==> src/rtl/pipe_pkg.sv <==
// Shared stage-bundle widths, NOP bundle and skid FSM states
// for the inter-stage pipeline register.
package pipe_pkg;

  localparam int IF_ID_W  = 96;
  localparam int ID_EX_W  = 177;
  localparam int EX_MEM_W = 110;
  localparam int MEM_WB_W = 71;

  localparam logic [ID_EX_W-1:0] BUBBLE_NOP = '0;

  typedef enum logic [1:0] {
    EMPTY,
    ONE,
    TWO
  } skid_st_e;

endpackage

==> src/rtl/pipe_slot.sv <==
// One storage slot: WIDTH payload register plus its valid bit.
// Clear wins over load.
module pipe_slot
  import pipe_pkg::*;
#(
  parameter int WIDTH = ID_EX_W
) (
  input  logic             clk,
  input  logic             rst_n,
  input  logic             i_load,
  input  logic             i_clear,
  input  logic [WIDTH-1:0] i_data,
  output logic             o_valid,
  output logic [WIDTH-1:0] o_data
);

  logic             r_valid;
  logic [WIDTH-1:0] r_data;

  // valid bit and payload capture; clear kills the entry
  always_ff @(posedge clk or negedge rst_n) begin
    if (!rst_n) begin
      r_valid <= 1'b0;
      r_data  <= '0;
    end else if (i_clear) begin
      r_valid <= 1'b0;
    end else if (i_load) begin
      r_valid <= 1'b1;
      r_data  <= i_data;
    end
  end

  assign o_valid = r_valid;
  assign o_data  = r_data;

endmodule

==> src/rtl/pipe_stage_reg.sv <==
// Inter-stage pipeline register with valid/ready, stall and flush.
// Define PIPE_SKID_EN for the two-entry version with registered in_ready.
module pipe_stage_reg
  import pipe_pkg::*;
#(
  parameter int               WIDTH  = ID_EX_W,
  parameter logic [WIDTH-1:0] BUBBLE = '0,
  parameter int               CNT_W  = 16
) (
  input  logic             clk,
  input  logic             rst_n,
  input  logic             flush,
  input  logic             in_valid,
  output logic             in_ready,
  input  logic [WIDTH-1:0] in_data,
  output logic             out_valid,
  input  logic             out_ready,
  output logic [WIDTH-1:0] out_data,
  output logic [CNT_W-1:0] drop_cnt
);

  logic             w_in_acc;
  logic             w_out_acc;
  logic             w_held;
  logic             w_drop;
  logic             w_main_ld;
  logic             w_main_clr;
  logic [WIDTH-1:0] w_main_d;
  logic             w_main_v;
  logic [WIDTH-1:0] w_main_q;
  logic [CNT_W-1:0] r_drop;

  pipe_slot #(.WIDTH(WIDTH)) u_main (
    .clk     (clk),
    .rst_n   (rst_n),
    .i_load  (w_main_ld),
    .i_clear (w_main_clr),
    .i_data  (w_main_d),
    .o_valid (w_main_v),
    .o_data  (w_main_q)
  );

`ifdef PIPE_SKID_EN

  skid_st_e         r_state;
  skid_st_e         w_state_nx;
  logic             r_in_ready;
  logic             w_skid_ld;
  logic             w_skid_clr;
  logic             w_skid_v;
  logic [WIDTH-1:0] w_skid_q;

  pipe_slot #(.WIDTH(WIDTH)) u_skid (
    .clk     (clk),
    .rst_n   (rst_n),
    .i_load  (w_skid_ld),
    .i_clear (w_skid_clr),
    .i_data  (in_data),
    .o_valid (w_skid_v),
    .o_data  (w_skid_q)
  );

  assign in_ready  = r_in_ready;
  assign w_in_acc  = in_valid & r_in_ready;
  assign w_out_acc = w_main_v & out_ready;
  assign w_held    = w_main_v | w_skid_v;

  // state and registered ready; ready low only while both slots full
  always_ff @(posedge clk or negedge rst_n) begin
    if (!rst_n) begin
      r_state    <= EMPTY;
      r_in_ready <= 1'b1;
    end else begin
      r_state    <= w_state_nx;
      r_in_ready <= (w_state_nx != TWO);
    end
  end

  // next state and slot steering; skid refills main on drain
  always_comb begin
    w_state_nx = r_state;
    w_main_ld  = 1'b0;
    w_main_clr = 1'b0;
    w_skid_ld  = 1'b0;
    w_skid_clr = 1'b0;
    w_main_d   = in_data;
    if (flush) begin
      w_state_nx = EMPTY;
      w_main_clr = 1'b1;
      w_skid_clr = 1'b1;
    end else begin
      unique case (r_state)
        EMPTY: begin
          if (w_in_acc) begin
            w_state_nx = ONE;
            w_main_ld  = 1'b1;
          end
        end
        ONE: begin
          unique case (1'b1)
            w_in_acc & !w_out_acc: begin
              w_state_nx = TWO;
              w_skid_ld  = 1'b1;
            end
            !w_in_acc & w_out_acc: begin
              w_state_nx = EMPTY;
              w_main_clr = 1'b1;
            end
            w_in_acc & w_out_acc: begin
              w_main_ld  = 1'b1;
            end
            default: begin
              w_state_nx = ONE;
            end
          endcase
        end
        TWO: begin
          if (w_out_acc) begin
            w_state_nx = ONE;
            w_main_ld  = 1'b1;
            w_main_d   = w_skid_q;
            w_skid_clr = 1'b1;
          end
        end
        default: begin
          w_state_nx = EMPTY;
        end
      endcase
    end
  end

`else

  assign in_ready   = !w_main_v | out_ready;
  assign w_in_acc   = in_valid & in_ready;
  assign w_out_acc  = w_main_v & out_ready;
  assign w_held     = w_main_v;
  assign w_main_ld  = w_in_acc;
  assign w_main_clr = flush | (w_out_acc & !w_in_acc);
  assign w_main_d   = in_data;

`endif

  assign w_drop = flush & (w_held | w_in_acc);

  // saturating count of flushes that killed a live bundle
  always_ff @(posedge clk or negedge rst_n) begin
    if (!rst_n) begin
      r_drop <= '0;
    end else if (w_drop && (r_drop != {CNT_W{1'b1}})) begin
      r_drop <= r_drop + {{(CNT_W-1){1'b0}}, 1'b1};
    end
  end

  assign out_valid = w_main_v;
  assign out_data  = w_main_v ? w_main_q : BUBBLE;
  assign drop_cnt  = r_drop;

endmodule

==> config.mk <==
export PLATFORM = sky130hd
export DESIGN_NAME = pipe_stage_reg
export DESIGN_NICKNAME = d
export VERILOG_FILES = /design/src/rtl/pipe_pkg.sv /design/src/rtl/pipe_slot.sv /design/src/rtl/pipe_stage_reg.sv
export SDC_FILE = /design/constraint.sdc
export NUM_CORES = 1
export LEC_CHECK = 0
export BUFFER_PORTS_ARGS = -buffer_cell sky130_fd_sc_hd__buf_2
export CORE_MARGIN = 8
export CORE_UTILIZATION = 28
export CTS_CLUSTER_DIAMETER = 120
export DETAILED_ROUTE_END_ITERATION = 7
export PLACE_DENSITY = 0.54
export SLEW_MARGIN = 20
export SYNTH_ARGS = -nofsm -noshare
export SYNTH_HDL_FRONTEND = slang
export SYNTH_SLANG_ARGS = --single-unit
==> constraint.sdc <==
create_clock -name clk -period 5.21 [get_ports clk]
set_clock_uncertainty 0.05 [all_clocks]
set_input_delay 1.042 -clock clk [delete_from_list [all_inputs] [get_ports clk]]
set_output_delay 1.042 -clock clk [all_outputs]
set_load 0.1 [all_outputs]
==> results.sh <==
export IMPL_grt_antenna_before_repair=0
export IMPL_post_cts_buffers=0
export IMPL_leakage_nw=5.72
export IMPL_post_route_min_period_ns=3.50
export IMPL_synth_nets=829
export IMPL_cts_buffer_depth=2
export IMPL_start_util=0.283
export IMPL_clk_latency_ns=0.44
export IMPL_rows=64
export IMPL_worstMarginPinSlew_ns=0.980
export IMPL_drive_above_1_share=0.457
export IMPL_cp_slowest_stage_delay_ns=0.85
export IMPL_drt_initial_drc_count=178
export IMPL_finalHoldViolations=0
export IMPL_ys_seq_area_frac=0.562
export IMPL_wl_per_cell_um=16.9
export IMPL_hold_buffers=0
export IMPL_min_from="u_main.o_data[125]$_DFFE_PN0P_"
export IMPL_n_antenna_cell=0
export IMPL_cts_root_buf="clkbuf_16"
export IMPL_via_count=6093
export IMPL_grt_max_degree=108
export IMPL_cts_tree="done"
export IMPL_r2r_start="u_main.o_valid$_DFFE_PN0P_"
export IMPL_vdd_drop_max_mv=0.369
export IMPL_first_global_vias=6625
export IMPL_clock_fmax_mhz=286
export IMPL_numPortBuffers=376
export IMPL_dp_hpwl_mm=17.5
export IMPL_synth_area_leaders="dfrtp_1 (56%), mux2_1 (17%), and2_1 (13%), mux2_2 (6.1%), buf_6 (1.7%)"
export IMPL_final_cell_mix="buf_2 (375), dfrtp_1 (193), and2_1 (178)"
export IMPL_holdWs_ns=0.430
export IMPL_cp_max_fo=99
export IMPL_synth_top_cell_area_share=0.562
export IMPL_cp_end_kind="output port"
export IMPL_setup_tns_ns=0
export IMPL_cts_htree_levels=4
export IMPL_drtAntennaViolNets=0
export IMPL_switching_share=0.414
export IMPL_synth_cells=646
export IMPL_syn_area_sq_mm=0.00864
export IMPL_first_pass_iters=6
export IMPL_p_comb_frac=0.332
export IMPL_drv_slew=0
export IMPL_ios=377
export IMPL_dieArea_sq_mm=0.0367
export IMPL_fin_crit_sh=0.672
export IMPL_power_density_mw_per_mm2=428
export IMPL_crit_required_ns=4.12
export IMPL_cp_start_kind="flop"
export IMPL_hp_class="flop to flop"
export IMPL_regArea_sq_mm=0.00486
export IMPL_slew_headroom=0.347
export IMPL_numCtsBuffers=17
export IMPL_setup_viol=0
export IMPL_switchingPower_w=0.00203
export IMPL_fillers=3072
export IMPL_yosys_area_top_type="dfrtp_1"
export IMPL_die_y_um=192
export IMPL_die_w_um=192
export IMPL_core_area_sq_mm=0.0305
export IMPL_p_clk_frac=0.280
export IMPL_critical_path_startpoint="u_main.o_valid$_DFFE_PN0P_"
export IMPL_multi_input_area_sq_mm=0.00353
export IMPL_ys_types=34
export IMPL_path_class="flop to output port"
export IMPL_gp_congestion=0.730
export IMPL_grt_use_total=0.129
export IMPL_total_power_w=0.00490
export IMPL_yosys_warnings=0
export IMPL_grt_setup_unrepaired="false"
export IMPL_seqPwrFrac=0.389
export IMPL_final_common_cell="buf_2"
export IMPL_post_drt_via_cell_ratio=4.31
export IMPL_drv_cap=0
export IMPL_syn_area_per_cell_sq_um=13.4
export IMPL_area_growth_pct=32.5
export IMPL_drc=0
export IMPL_drt_total_wl_mm=23.9
export IMPL_nNetsFinal=1189
export IMPL_cts_sink_count=194
export IMPL_cts_resized=0
export IMPL_arrival_ns=2.41
export IMPL_final_util=0.375
export IMPL_grt_pass1_wl_mm=37.2
export IMPL_p_int_w=0.00287
export IMPL_crit_path_cell_trace="buf_12 > and2_1 > buf_2"
export IMPL_clk_pin_slew_ns=0.07
export IMPL_status="finished, final reports clean"
export IMPL_grt_overflow_total=0
export IMPL_critPathSlowestCell="dfrtp_4"
export IMPL_ys_seq_elements=194
state kept, by name, indices dropped and copies added (netlist names):
name and cells:
u_main.o_valid 1, drop_cnt 16, u_main.o_data 177
power groups by stage:
stage | Combinational [W] | Clock (W) | Sequential (W)
finish | 0.00163 | 0.00137 | 0.00190
global route | 0.00171 | 0.00150 | 0.00195
CTS | 0.00165 | 0.00143 | 0.00191
detailed placement | 0.00164 | 0 | 0.00194
global placement | 0.00163 | 0 | 0.00193
floorplan | 0.00118 | 0 | 0.00205
synth_stat cells:
master / count
a21oi_1: 2
and2_1: 178
and3_1: 4
and3b_1: 1
and4b_1: 1
buf_2: 5
buf_4: 2
buf_6: 13
clkbuf_1: 19
dfrtp_1: 194
ha_1: 1
inv_1: 1
mux2_1: 131
mux2_2: 47
nand2_1: 3
nand2_2: 1
nand3_1: 7
nand4_1: 2
nand4_2: 2
nand4b_1: 1
nor2_1: 5
nor2b_2: 1
nor3_1: 2
nor3b_1: 1
nor3b_4: 1
nor4_1: 1
nor4b_1: 1
o211a_1: 1
o211ai_1: 1
o21a_1: 2
or3_1: 1
or4_4: 1
xnor2_1: 8
xor2_1: 5
layer usage:
layer  track usage  share of wire  vias up
met3        0.0586           0.11       17
met5             0              0        -
met4        0.0423          0.013        0
met1         0.157           0.43     2939
met2         0.200           0.45      246
li1              -              -     2891
per-stage QoR:
step | instances | cell area [sq um] | setup WS, ns
6_report | 1415 | 11500 | 1.71
5_1_grt | 1415 | 11500 | 1.52
4_1_cts | 1415 | 11500 | 1.59
3_5_place_dp | 1383 | 10800 | 2.10
3_3_place_gp | 1383 | 10800 | 2.15
2_1_floorplan | 646 | 8640 | 1.66
cell type report:
class                   instances  share of cell area
clock buffers                  18              0.0383
clock inverters                14              0.0150
inverters                       1            0.000328
multi-input cells             412               0.308
flip-flops and latches        194               0.424
well taps                     396              0.0433
repair buffers                380               0.171
cells by family after synthesis:
family          after synthesis  synth area share
xor+xnor                     13            0.0132
buf+inv                      40            0.0303
simple gates                214             0.157
fa+ha+maj                     1           0.00145
flops                       194             0.562
mux                         178             0.232
compound gates                6           0.00492
worst paths after layout:
kind	to	slack (ns)	depth (start not counted)
setup / recovery	out_data[50]	1.71	3
hold / removal	u_main.o_data[125]$_DFFE_PN0P_	0.43	1
setup reg to reg	u_main.o_data[95]$_DFFE_PN0P_	2.22	5
hold reg to reg	u_main.o_data[125]$_DFFE_PN0P_	0.43	1
max in group asynchronous	u_main.o_data[85]$_DFFE_PN0P_	3.36	2
min in group asynchronous	drop_cnt[3]$_DFFE_PN0P_	0.59	1
critical path: cells and delay by family (launching register included):
kind          cells  cell delay (ns)
simple gates      1             0.21
flops             1             0.85
buf+inv           2             0.76
No activity file was read; power rests on OpenSTA's default activity.
